`config.mk`:
```
export PLATFORM = sky130hd
export DESIGN_NAME = pixel_write_arbiter_flat
export DESIGN_NICKNAME = d
export VERILOG_FILES = /design/src/rtl/pixel_write_arbiter_if.sv /design/src/rtl/pixel_write_arbiter.sv /design/src/flat_wrapper.sv
export SDC_FILE = /design/constraint.sdc
export NUM_CORES = 1
export LEC_CHECK = 0
export CORE_MARGIN = 5
export CORE_UTILIZATION = 49
export CTS_CLUSTER_DIAMETER = 80
export DETAILED_ROUTE_END_ITERATION = 8
export GPL_ROUTABILITY_DRIVEN = 0
export PLACE_DENSITY = 0.83
export SLEW_MARGIN = 20
export SYNTH_ARGS = -nofsm -noshare
export SYNTH_HDL_FRONTEND = slang
export SYNTH_SLANG_ARGS = --single-unit
```
`constraint.sdc`:
```
create_clock -name clk -period 5.9 [get_ports clk]
set_input_delay 1.18 -clock clk [delete_from_list [all_inputs] [get_ports clk]]
set_output_delay 1.18 -clock clk [all_outputs]
set_load 0.005 [all_outputs]
```
`src/rtl/pixel_write_arbiter_if.sv`:
```
// Requester-side pixel bus shared by the drawing engines and the frame-buffer write arbiter.
// Handshake: a beat transfers on a cycle where req_valid[i] && req_ready[i]; the requester holds
// valid, last and pixel data stable until then, and the arbiter never retracts ready within a cycle.
interface pixel_write_arbiter_if #(
    parameter int NUM_REQ = 4
);
    logic [NUM_REQ-1:0]   req_valid;
    logic [NUM_REQ-1:0]   req_last;
    logic [9*NUM_REQ-1:0] req_x;
    logic [8*NUM_REQ-1:0] req_y;
    logic [3*NUM_REQ-1:0] req_color;
    logic [NUM_REQ-1:0]   req_ready;

    modport master (
        output req_valid, req_last, req_x, req_y, req_color,
        input  req_ready
    );

    modport slave (
        input  req_valid, req_last, req_x, req_y, req_color,
        output req_ready
    );
endinterface

```
`src/rtl/pixel_write_arbiter.sv`:
```
// Round-robin, burst-locked arbiter for the VGA adapter's single pixel write port.
// Accepted on-screen pixels are registered onto vga_*; off-screen pixels are counted and dropped.
module pixel_write_arbiter #(
    parameter int NUM_REQ      = 4,
    parameter int LOCK_TIMEOUT = 1023,
    parameter int SCREEN_W     = 320,
    parameter int SCREEN_H     = 240
) (
    input  logic                 clk,
    input  logic                 rst,
    pixel_write_arbiter_if.slave req_if,
    output logic [8:0]           vga_x,
    output logic [7:0]           vga_y,
    output logic [2:0]           vga_color,
    output logic                 vga_plot,
    output logic                 busy,
    output logic [2:0]           owner,
    output logic [15:0]          drop_cnt,
    output logic                 timeout_err,
    output logic                 dbg_state
);
    localparam int CNT_W = $clog2(LOCK_TIMEOUT + 1);

    typedef enum logic {IDLE = 1'b0, LOCKED = 1'b1} state_t;

    state_t           state_q, state_d;
    logic [2:0]       owner_q, owner_d;
    logic [2:0]       rr_ptr_q, rr_ptr_d;
    logic [CNT_W-1:0] idle_cnt_q, idle_cnt_d;
    logic             timeout_err_q, timeout_err_d;
    logic [15:0]      drop_cnt_q, drop_cnt_d;
    logic [8:0]       vga_x_q, vga_x_d;
    logic [7:0]       vga_y_q, vga_y_d;
    logic [2:0]       vga_color_q, vga_color_d;
    logic             vga_plot_q, vga_plot_d;

    logic [NUM_REQ-1:0] ready;
    logic               hi_found, lo_found;
    logic [2:0]         hi_win, lo_win, win;
    logic               own_valid, own_last, win_last;
    logic               acc;
    logic [2:0]         acc_idx;
    logic [8:0]         sel_x;
    logic [7:0]         sel_y;
    logic [2:0]         sel_c;
    logic               on_screen;

    function automatic logic [2:0] next_idx(input logic [2:0] v);
        return (v == 3'(NUM_REQ - 1)) ? 3'd0 : v + 3'd1;
    endfunction

    // Lowest valid index at or above rr_ptr wins; otherwise wrap to the lowest valid index overall.
    always_comb begin
        hi_found = 1'b0;
        lo_found = 1'b0;
        hi_win   = 3'd0;
        lo_win   = 3'd0;
        for (int i = NUM_REQ - 1; i >= 0; i--) begin
            if (req_if.req_valid[i]) begin
                lo_found = 1'b1;
                lo_win   = 3'(i);
                if (3'(i) >= rr_ptr_q) begin
                    hi_found = 1'b1;
                    hi_win   = 3'(i);
                end
            end
        end
        win = hi_found ? hi_win : lo_win;
    end

    always_comb begin
        own_valid = 1'b0;
        own_last  = 1'b0;
        win_last  = 1'b0;
        for (int i = 0; i < NUM_REQ; i++) begin
            if (owner_q == 3'(i)) begin
                own_valid = req_if.req_valid[i];
                own_last  = req_if.req_last[i];
            end
            if (win == 3'(i)) win_last = req_if.req_last[i];
        end
    end

    always_comb begin
        state_d       = state_q;
        owner_d       = owner_q;
        rr_ptr_d      = rr_ptr_q;
        idle_cnt_d    = idle_cnt_q;
        timeout_err_d = timeout_err_q;
        ready         = '0;
        acc           = 1'b0;
        acc_idx       = owner_q;
        case (state_q)
            IDLE: begin
                if (lo_found) begin
                    ready   = NUM_REQ'(1) << win;
                    acc     = 1'b1;
                    acc_idx = win;
                    owner_d = win;
                    if (win_last) begin
                        rr_ptr_d = next_idx(win);
                    end else begin
                        state_d    = LOCKED;
                        idle_cnt_d = '0;
                    end
                end
            end
            LOCKED: begin
                // A counter already at the limit revokes this cycle, even if the owner's valid just returned.
                if (idle_cnt_q == CNT_W'(LOCK_TIMEOUT)) begin
                    state_d       = IDLE;
                    rr_ptr_d      = next_idx(owner_q);
                    timeout_err_d = 1'b1;
                end else if (own_valid) begin
                    ready      = NUM_REQ'(1) << owner_q;
                    acc        = 1'b1;
                    idle_cnt_d = '0;
                    if (own_last) begin
                        state_d  = IDLE;
                        rr_ptr_d = next_idx(owner_q);
                    end
                end else begin
                    idle_cnt_d = idle_cnt_q + CNT_W'(1);
                end
            end
            default: state_d = IDLE;
        endcase
    end

    always_comb begin
        sel_x = '0;
        sel_y = '0;
        sel_c = '0;
        for (int i = 0; i < NUM_REQ; i++) begin
            if (acc_idx == 3'(i)) begin
                sel_x = req_if.req_x[9*i +: 9];
                sel_y = req_if.req_y[8*i +: 8];
                sel_c = req_if.req_color[3*i +: 3];
            end
        end
        on_screen = (32'(sel_x) < SCREEN_W) && (32'(sel_y) < SCREEN_H);
    end

    always_comb begin
        vga_x_d     = vga_x_q;
        vga_y_d     = vga_y_q;
        vga_color_d = vga_color_q;
        vga_plot_d  = 1'b0;
        drop_cnt_d  = drop_cnt_q;
        if (acc) begin
            if (on_screen) begin
                vga_plot_d  = 1'b1;
                vga_x_d     = sel_x;
                vga_y_d     = sel_y;
                vga_color_d = sel_c;
            end else if (drop_cnt_q != 16'hFFFF) begin
                drop_cnt_d = drop_cnt_q + 16'd1;
            end
        end
    end

    always_ff @(posedge clk or negedge rst) begin
        if (!rst) begin
            state_q       <= IDLE;
            owner_q       <= 3'd0;
            rr_ptr_q      <= 3'd0;
            idle_cnt_q    <= '0;
            timeout_err_q <= 1'b0;
            drop_cnt_q    <= 16'd0;
            vga_x_q       <= 9'd0;
            vga_y_q       <= 8'd0;
            vga_color_q   <= 3'd0;
            vga_plot_q    <= 1'b0;
        end else begin
            state_q       <= state_d;
            owner_q       <= owner_d;
            rr_ptr_q      <= rr_ptr_d;
            idle_cnt_q    <= idle_cnt_d;
            timeout_err_q <= timeout_err_d;
            drop_cnt_q    <= drop_cnt_d;
            vga_x_q       <= vga_x_d;
            vga_y_q       <= vga_y_d;
            vga_color_q   <= vga_color_d;
            vga_plot_q    <= vga_plot_d;
        end
    end

    // Ready is gated by reset so no beat can be claimed while the flops are held.
    assign req_if.req_ready = rst ? ready : '0;
    assign vga_x       = vga_x_q;
    assign vga_y       = vga_y_q;
    assign vga_color   = vga_color_q;
    assign vga_plot    = vga_plot_q;
    assign busy        = (state_q == LOCKED);
    assign owner       = owner_q;
    assign drop_cnt    = drop_cnt_q;
    assign timeout_err = timeout_err_q;
    assign dbg_state   = (state_q == LOCKED);
endmodule

```
`src/flat_wrapper.sv`:
```
// flat-port wrapper written by rule: the top's interface ports become plain ports
module pixel_write_arbiter_flat 
#(
    parameter int NUM_REQ      = 4,
    parameter int LOCK_TIMEOUT = 1023,
    parameter int SCREEN_W     = 320,
    parameter int SCREEN_H     = 240
)
  (clk, rst, vga_x, vga_y, vga_color, vga_plot, busy, owner, drop_cnt, timeout_err, dbg_state, req_if_req_valid, req_if_req_last, req_if_req_x, req_if_req_y, req_if_req_color, req_if_req_ready);
  pixel_write_arbiter_if #(.NUM_REQ(NUM_REQ)) req_if_i ();
  input  logic clk;
  input  logic rst;
  output logic [8:0] vga_x;
  output logic [7:0] vga_y;
  output logic [2:0] vga_color;
  output logic vga_plot;
  output logic busy;
  output logic [2:0] owner;
  output logic [15:0] drop_cnt;
  output logic timeout_err;
  output logic dbg_state;
  input wire logic [$bits(req_if_i.req_valid)-1:0] req_if_req_valid;
  input wire logic [$bits(req_if_i.req_last)-1:0] req_if_req_last;
  input wire logic [$bits(req_if_i.req_x)-1:0] req_if_req_x;
  input wire logic [$bits(req_if_i.req_y)-1:0] req_if_req_y;
  input wire logic [$bits(req_if_i.req_color)-1:0] req_if_req_color;
  output wire logic [$bits(req_if_i.req_ready)-1:0] req_if_req_ready;
  assign req_if_i.req_valid = req_if_req_valid;
  assign req_if_i.req_last = req_if_req_last;
  assign req_if_i.req_x = req_if_req_x;
  assign req_if_i.req_y = req_if_req_y;
  assign req_if_i.req_color = req_if_req_color;
  assign req_if_req_ready = req_if_i.req_ready;
  pixel_write_arbiter #(.NUM_REQ(NUM_REQ), .LOCK_TIMEOUT(LOCK_TIMEOUT), .SCREEN_W(SCREEN_W), .SCREEN_H(SCREEN_H)) u_core (.clk(clk), .rst(rst), .req_if(req_if_i), .vga_x(vga_x), .vga_y(vga_y), .vga_color(vga_color), .vga_plot(vga_plot), .busy(busy), .owner(owner), .drop_cnt(drop_cnt), .timeout_err(timeout_err), .dbg_state(dbg_state));
endmodule
```
---- Word level (Yosys, flattened, before mapping) ----
Index checks and enable logic that the tools add are counted.
word-level totals
  bits in registers ....................... 55
  output and inout bits ................... 47
  word-level logic and storage cells ...... 131
cells by class
  muxes and demuxes ....................... 81
  add/sub/neg operators ................... 4
  order comparisons ....................... 6
  shifts and indexed selects .............. 2
  bitwise operators ....................... 2
  equal/unequal tests ..................... 17
  reductions and logical operators ........ 9
operators with widths
  kind                                                               count
  two-way mux 3 bit                                                  20
  two-way mux 10 bit                                                 4
  two-way mux 9 bit                                                  4
  two-way mux 1 bit                                                  34
  two-way mux 8 bit                                                  4
  case mux 10 bit (2 select lines)                                   1
  == test 3 x 2 -> 1 bit (second input constant)                     6
  adder 16 x 1 -> 16 bit (second input constant)                     1
  two-way mux 4 bit                                                  4
  inequality test 16 bit (second input constant)                     1
  two-way mux 2 bit                                                  6
  adder 10 x 1 -> 10 bit (second input constant)                     1
  == test 10 bit (second input constant)                             1
  == test 3 x 1 -> 1 bit (second input constant)                     3
  zero test 3 bit                                                    3
  < comparator 9 bit (second input constant)                         1
  < comparator 8 bit (second input constant)                         1
  case mux 4 bit (2 select lines)                                    1
  << shifter 1 x 3 -> 4 bit (first input constant)                   2
  adder 3 x 1 -> 3 bit (second input constant)                       2
  greater-or-equal comparator 1 x 3 -> 1 bit (first input constant)  2
  greater-or-equal comparator 2 x 3 -> 1 bit (first input constant)  2
  inequality test 3 bit (second input constant)                      2
  case mux 3 bit (2 select lines)                                    1
  other kinds (8)                                                    14

---- Depth between registers and ports, before layout ----
  depth after elaboration ................. 21
  mapped depth ............................ 15
  depth with buffers taken out ............ 14

---- Worst setup path before layout ----
OpenSTA, ideal clock, no wires.
  path kind ............................... input to output
  start ................................... in req_if_req_valid[3]
  end ..................................... out req_if_req_ready[2]
  data required time ...................... 4720 ps
  cell stages on the path ................. 8
  setup slack ............................. 2009 ps
  path buffers ............................ 1
  arrival ................................. 2711 ps
  cell sequence ........................... buf_2 > and4b_1 > or4_4 > or2_1 > inv_1 > ha_1 > a22oi_1 > nor2b_1
on the way
  word-level cells in the longest chain between the ends .. 12
  elaborated cells between the ends (all ways) .. 30
RTL lines
  item                                                           RTL line                    source
  start: declaration                                             flat_wrapper.sv:22          input wire logic [$bits(req_if_i.req_valid)-1:0] req_if_req_valid;
  two-way mux 2 bit / two-way mux 1 bit (equally long branches)  pixel_write_arbiter.sv:59   if (req_if.req_valid[i]) begin
  two-way mux 3 bit / two-way mux 1 bit (equally long branches)  pixel_write_arbiter.sv:62   if (3'(i) >= rr_ptr_q) begin
  two-way mux 3 bit / two-way mux 1 bit (equally long branches)  pixel_write_arbiter.sv:59
  two-way mux 3 bit / two-way mux 1 bit (equally long branches)  pixel_write_arbiter.sv:62
  two-way mux 3 bit / two-way mux 1 bit (equally long branches)  pixel_write_arbiter.sv:59
  two-way mux 3 bit / two-way mux 1 bit (equally long branches)  pixel_write_arbiter.sv:62
  two-way mux 3 bit / two-way mux 1 bit (equally long branches)  pixel_write_arbiter.sv:59
  two-way mux 3 bit                                              pixel_write_arbiter.sv:68   win = hi_found ? hi_win : lo_win;
  << shifter 1 x 3 -> 4 bit                                      pixel_write_arbiter.sv:96   ready = NUM_REQ'(1) << win;
  two-way mux 4 bit                                              pixel_write_arbiter.sv:95   if (lo_found) begin
  case mux 4 bit (2 select lines) *                              pixel_write_arbiter.sv:93   case (state_q)
  two-way mux 4 bit *                                            pixel_write_arbiter.sv:189  assign req_if.req_ready = rst ? ready : '0;
  end: declaration                                               flat_wrapper.sv:27          output wire logic [$bits(req_if_i.req_ready)-1:0] req_if_req_ready;
Mark *: on every way between the ends. The rest lies on a longest branch, timed or not.

---- Worst setup path after layout ----
Ends and elaborated chain as after synthesis.

==> results.md <==
* Status: finished clean
* First-pass detailed-route iteration total at 5
* Synth Net Count at 481
* Via count at 3591
* Routed length per instance at 18.31 um
* CP Max Fanout at 11
* First-pass GRT wire length at 17.00 mm
* Yosys warns at 0
* Detail Route met3 WL at 851 um
* Area Overhead vs Synth at 40.66%
* Clk_skew at 0.006433 ns
* Max-cap viol count at 0
* CP endpoint kind: output pin
* Reg2Reg Depth at 11
* Iter 0 DRT Violations at 157
* Vias in the first global route at 3459
* Final Core Density at 0.7102
* Synth Flop Type: dfrtp_1
* RSZ-0062 raised after global routing: no
* H-tree depth at 2
* Final hold vios at 0
* Mapped Area at 3662 um2
* Row Count at 31
* Max Fclk at 193.7 MHz
* Largest net degree at the start of global routing at 53
* CP Data Required Time at 4.72 ns
* Asr flop ratio synth at 1.000
* # diodes at 0
* Clk buf depth at 2
* Total power at 2505 uW
* Reg2reg start: u_core.rr_ptr_q[1]
* Drt total wl at 11.10 mm
* Seq/Total Area, Yosys at 0.3758
* Power Dens Cells at 486.3 nW/um2
* Worst skew pair latency at 0.31 ns
* Sum Neg Setup Slack at 0 ns
* Rel. slew slack at 0.5164
* TritonCTS clock tree: done
* Worst-margin pin slew at 0.7226 ns
* Post_cts resized at 0
* Fin crit period at 5.162 ns
* Die W at 96.45 um
* Class of the most critical setup path: in -> out
* Die outline area at 9303 um2
* WHS Endpoint: u_core.timeout_err
* Overflow after GRT at 0
* Non-filler cells, final at 606
* DP Wirelength at 8.413 mm
* CTS buffer count at 5
* Placed cells at 598
* Layout cells sized above 1 at 0.08876
* Mean area per synthesized cell at 9.612 um2
* Sink Count at 55
* Die Y at 96.45 um
* Syn Inst Count at 381
* Final critical-path share of the clock period at 0.8750
* Hold-fix buffers, CTS at 0
* Critical Path Source Type: primary input
* Clk slew on worst S/H paths at 0.10 ns
* Hold Path Depth at 1
* Area of the multi-input gates at 2143 um2
* Worst reg2reg setup slack at 2.03 ns
* Post-detailed-route count of antenna-violating nets at 0
* Max Slew Vio Count at 0
* CP arrival at 3.98 ns
* Top Layer Used: met4
* Wl on met1 at 4.639 mm
* Hold Path Origin: u_core.timeout_err
* Finish-stage setup viols at 0
* Max VDD drop at 289.8 uV
* PortBufs at 136
* # nets final at 606
* Detailed-routed wire length on met2 at 5.460 mm
* FF-to-FF End: u_core.vga_x[5]
* Leak at 0.002097 uW
* Root Driver: clkbuf_8
* Avg Vias per Cell at 5.926
* Hold crit path type: reg -> reg
* Sequential Area at 1376 um2
* GRT Total Usage at 0.2343
* Post-synth EDFFs at 0
* Post-CTS Setup Inserts at 0
* Effective utilization at floorplan at 0.5049
* Yosys cell types at 64
* Antenna violations before repair at 0
* Residual DRC count at 0
* Yosys reg bits at 55
* Fill cells at 579
* Core Region at 7253 um2
* IO Pins at 137
[where the power goes]
group	switching, uW	total, uW	internal (uW)
Sequential	106	608	502
Combinational	878	1690	808
Clock	128	211	83.4
[cell usage in the layout (no fill, tap or decap), types with 5 or more instances in the layout]
cell type / synthesis / layout
xnor2_1: 15 / 15
ha_1: 10 / 10
a221oi_1: 27 / 27
nor2b_1: 8 / 8
nand3_1: 13 / 13
o21ai_0: 27 / 27
nor2_1: 32 / 32
clkdlybuf4s50_1: 0 / 135
clkbuf_8: 0 / 5
o31ai_1: 6 / 6
nand2b_1: 8 / 8
o22ai_1: 10 / 10
and3_1: 16 / 16
mux2_2: 9 / 9
nand2_1: 10 / 10
and2_1: 6 / 6
mux2_4: 9 / 9
nand4_1: 6 / 6
inv_1: 9 / 9
a21oi_1: 14 / 14
mux2i_1: 10 / 10
dfrtp_1: 55 / 55
[area by class of cell]
type / instances / area share
well taps: 99 / 0.02405
inverters: 11 / 0.008501
flip-flops and latches: 55 / 0.2672
clock inverters: 2 / 0.002429
repair buffers: 139 / 0.2677
multi-input cells: 294 / 0.4161
clock buffers: 6 / 0.01409
[worst max-delay path by stage]
stage          slack [ns]                  end                 from  cells past startpoint
2_1_floorplan        2.01  req_if_req_ready[2]  req_if_req_valid[3]                      8
3_3_place_gp         0.80      u_core.vga_y[0]  req_if_req_valid[3]                     10
3_5_place_dp         0.58      u_core.vga_x[5]  req_if_req_valid[3]                     10
4_1_cts              0.77  req_if_req_ready[2]  req_if_req_valid[3]                      9
5_1_grt              0.59  req_if_req_ready[1]  req_if_req_valid[1]                      9
6_report             0.74  req_if_req_ready[2]  req_if_req_valid[3]                      9
[cells by family after synthesis]
family                     count (synthesis)  synth area share
AOI/OAI and AO/OA                        120            0.2388
xor gates and xnor gates                  15           0.03587
adders and majority gates                 10           0.03416
buffers and inverters                     32           0.04202
DFF                                       55            0.3758
muxes                                     29           0.09498
and+or+nand+nor                          120            0.1783
[stage by stage]
stage	hold WS (ns)	area (um2)	setup slack [ns]
floorplan	0.4602	3662	2.009
global placement	0.4631	5059	0.7991
detailed placement	0.4610	5059	0.5754
CTS	0.4838	5144	0.7708
global route	0.5205	5151	0.5928
finish	0.4823	5151	0.7375
[Yosys cell counts, types with 2 or more instances]
cell / n / area (um2)
o21ai_0: 27 / 135.1
buf_2: 4 / 20.02
a21oi_1: 14 / 70.07
nand2b_1: 8 / 50.05
a211oi_1: 3 / 22.52
o22ai_1: 10 / 62.56
nor3b_1: 2 / 15.01
o41ai_1: 3 / 26.28
a31oi_1: 3 / 18.77
a22oi_1: 3 / 22.52
mux2_2: 9 / 101.4
o211ai_1: 3 / 22.52
o221a_2: 4 / 45.04
nand3b_1: 2 / 15.01
or3_1: 2 / 12.51
nor2_1: 32 / 120.1
nor2b_1: 8 / 50.05
nor3_1: 2 / 10.01
inv_1: 9 / 33.78
mux2i_1: 10 / 100.1
clkbuf_1: 13 / 48.80
a221oi_1: 27 / 236.5
mux2_4: 9 / 135.1
xnor2_1: 15 / 131.4
buf_6: 3 / 33.78
and3_1: 16 / 100.1
and2_1: 6 / 37.54
nand3_1: 13 / 65.06
o31ai_1: 6 / 45.04
ha_1: 10 / 125.1
dfrtp_1: 55 / 1376
nand4_1: 6 / 37.54
or2_2: 2 / 12.51
nand2_1: 10 / 37.54
o21a_1: 2 / 15.01
and4b_1: 2 / 20.02
[routing by layer]
| layer | GRT usage | up-vias |
|---|---|---|
| met2 | 0.3805 | 135 |
| met5 | 0 | - |
| met3 | 0.06894 | 13 |
| met4 | 0.05958 | 0 |
| met1 | 0.3074 | 1742 |
| li1 | - | 1701 |
[flip-flops by register name, summed over array words and instances, names as in the netlist]
name	count
u_core.busy	1
u_core.drop_cnt	16
u_core.idle_cnt_q	10
u_core.owner	3
u_core.rr_ptr_q	3
u_core.timeout_err	1
u_core.vga_color	3
u_core.vga_plot	1
u_core.vga_x	9
u_core.vga_y	8
[critical path, cell delays in order]
cell and delay [ns]:
clkdlybuf4s50_1 0.68, and4b_1 0.25, or4_4 0.52, or2_1 0.30, inv_1 0.09, ha_1 0.19
a22oi_1 0.10, nor2b_1 0.14, clkdlybuf4s50_1 0.52
(Power assumes the default switching activity.)
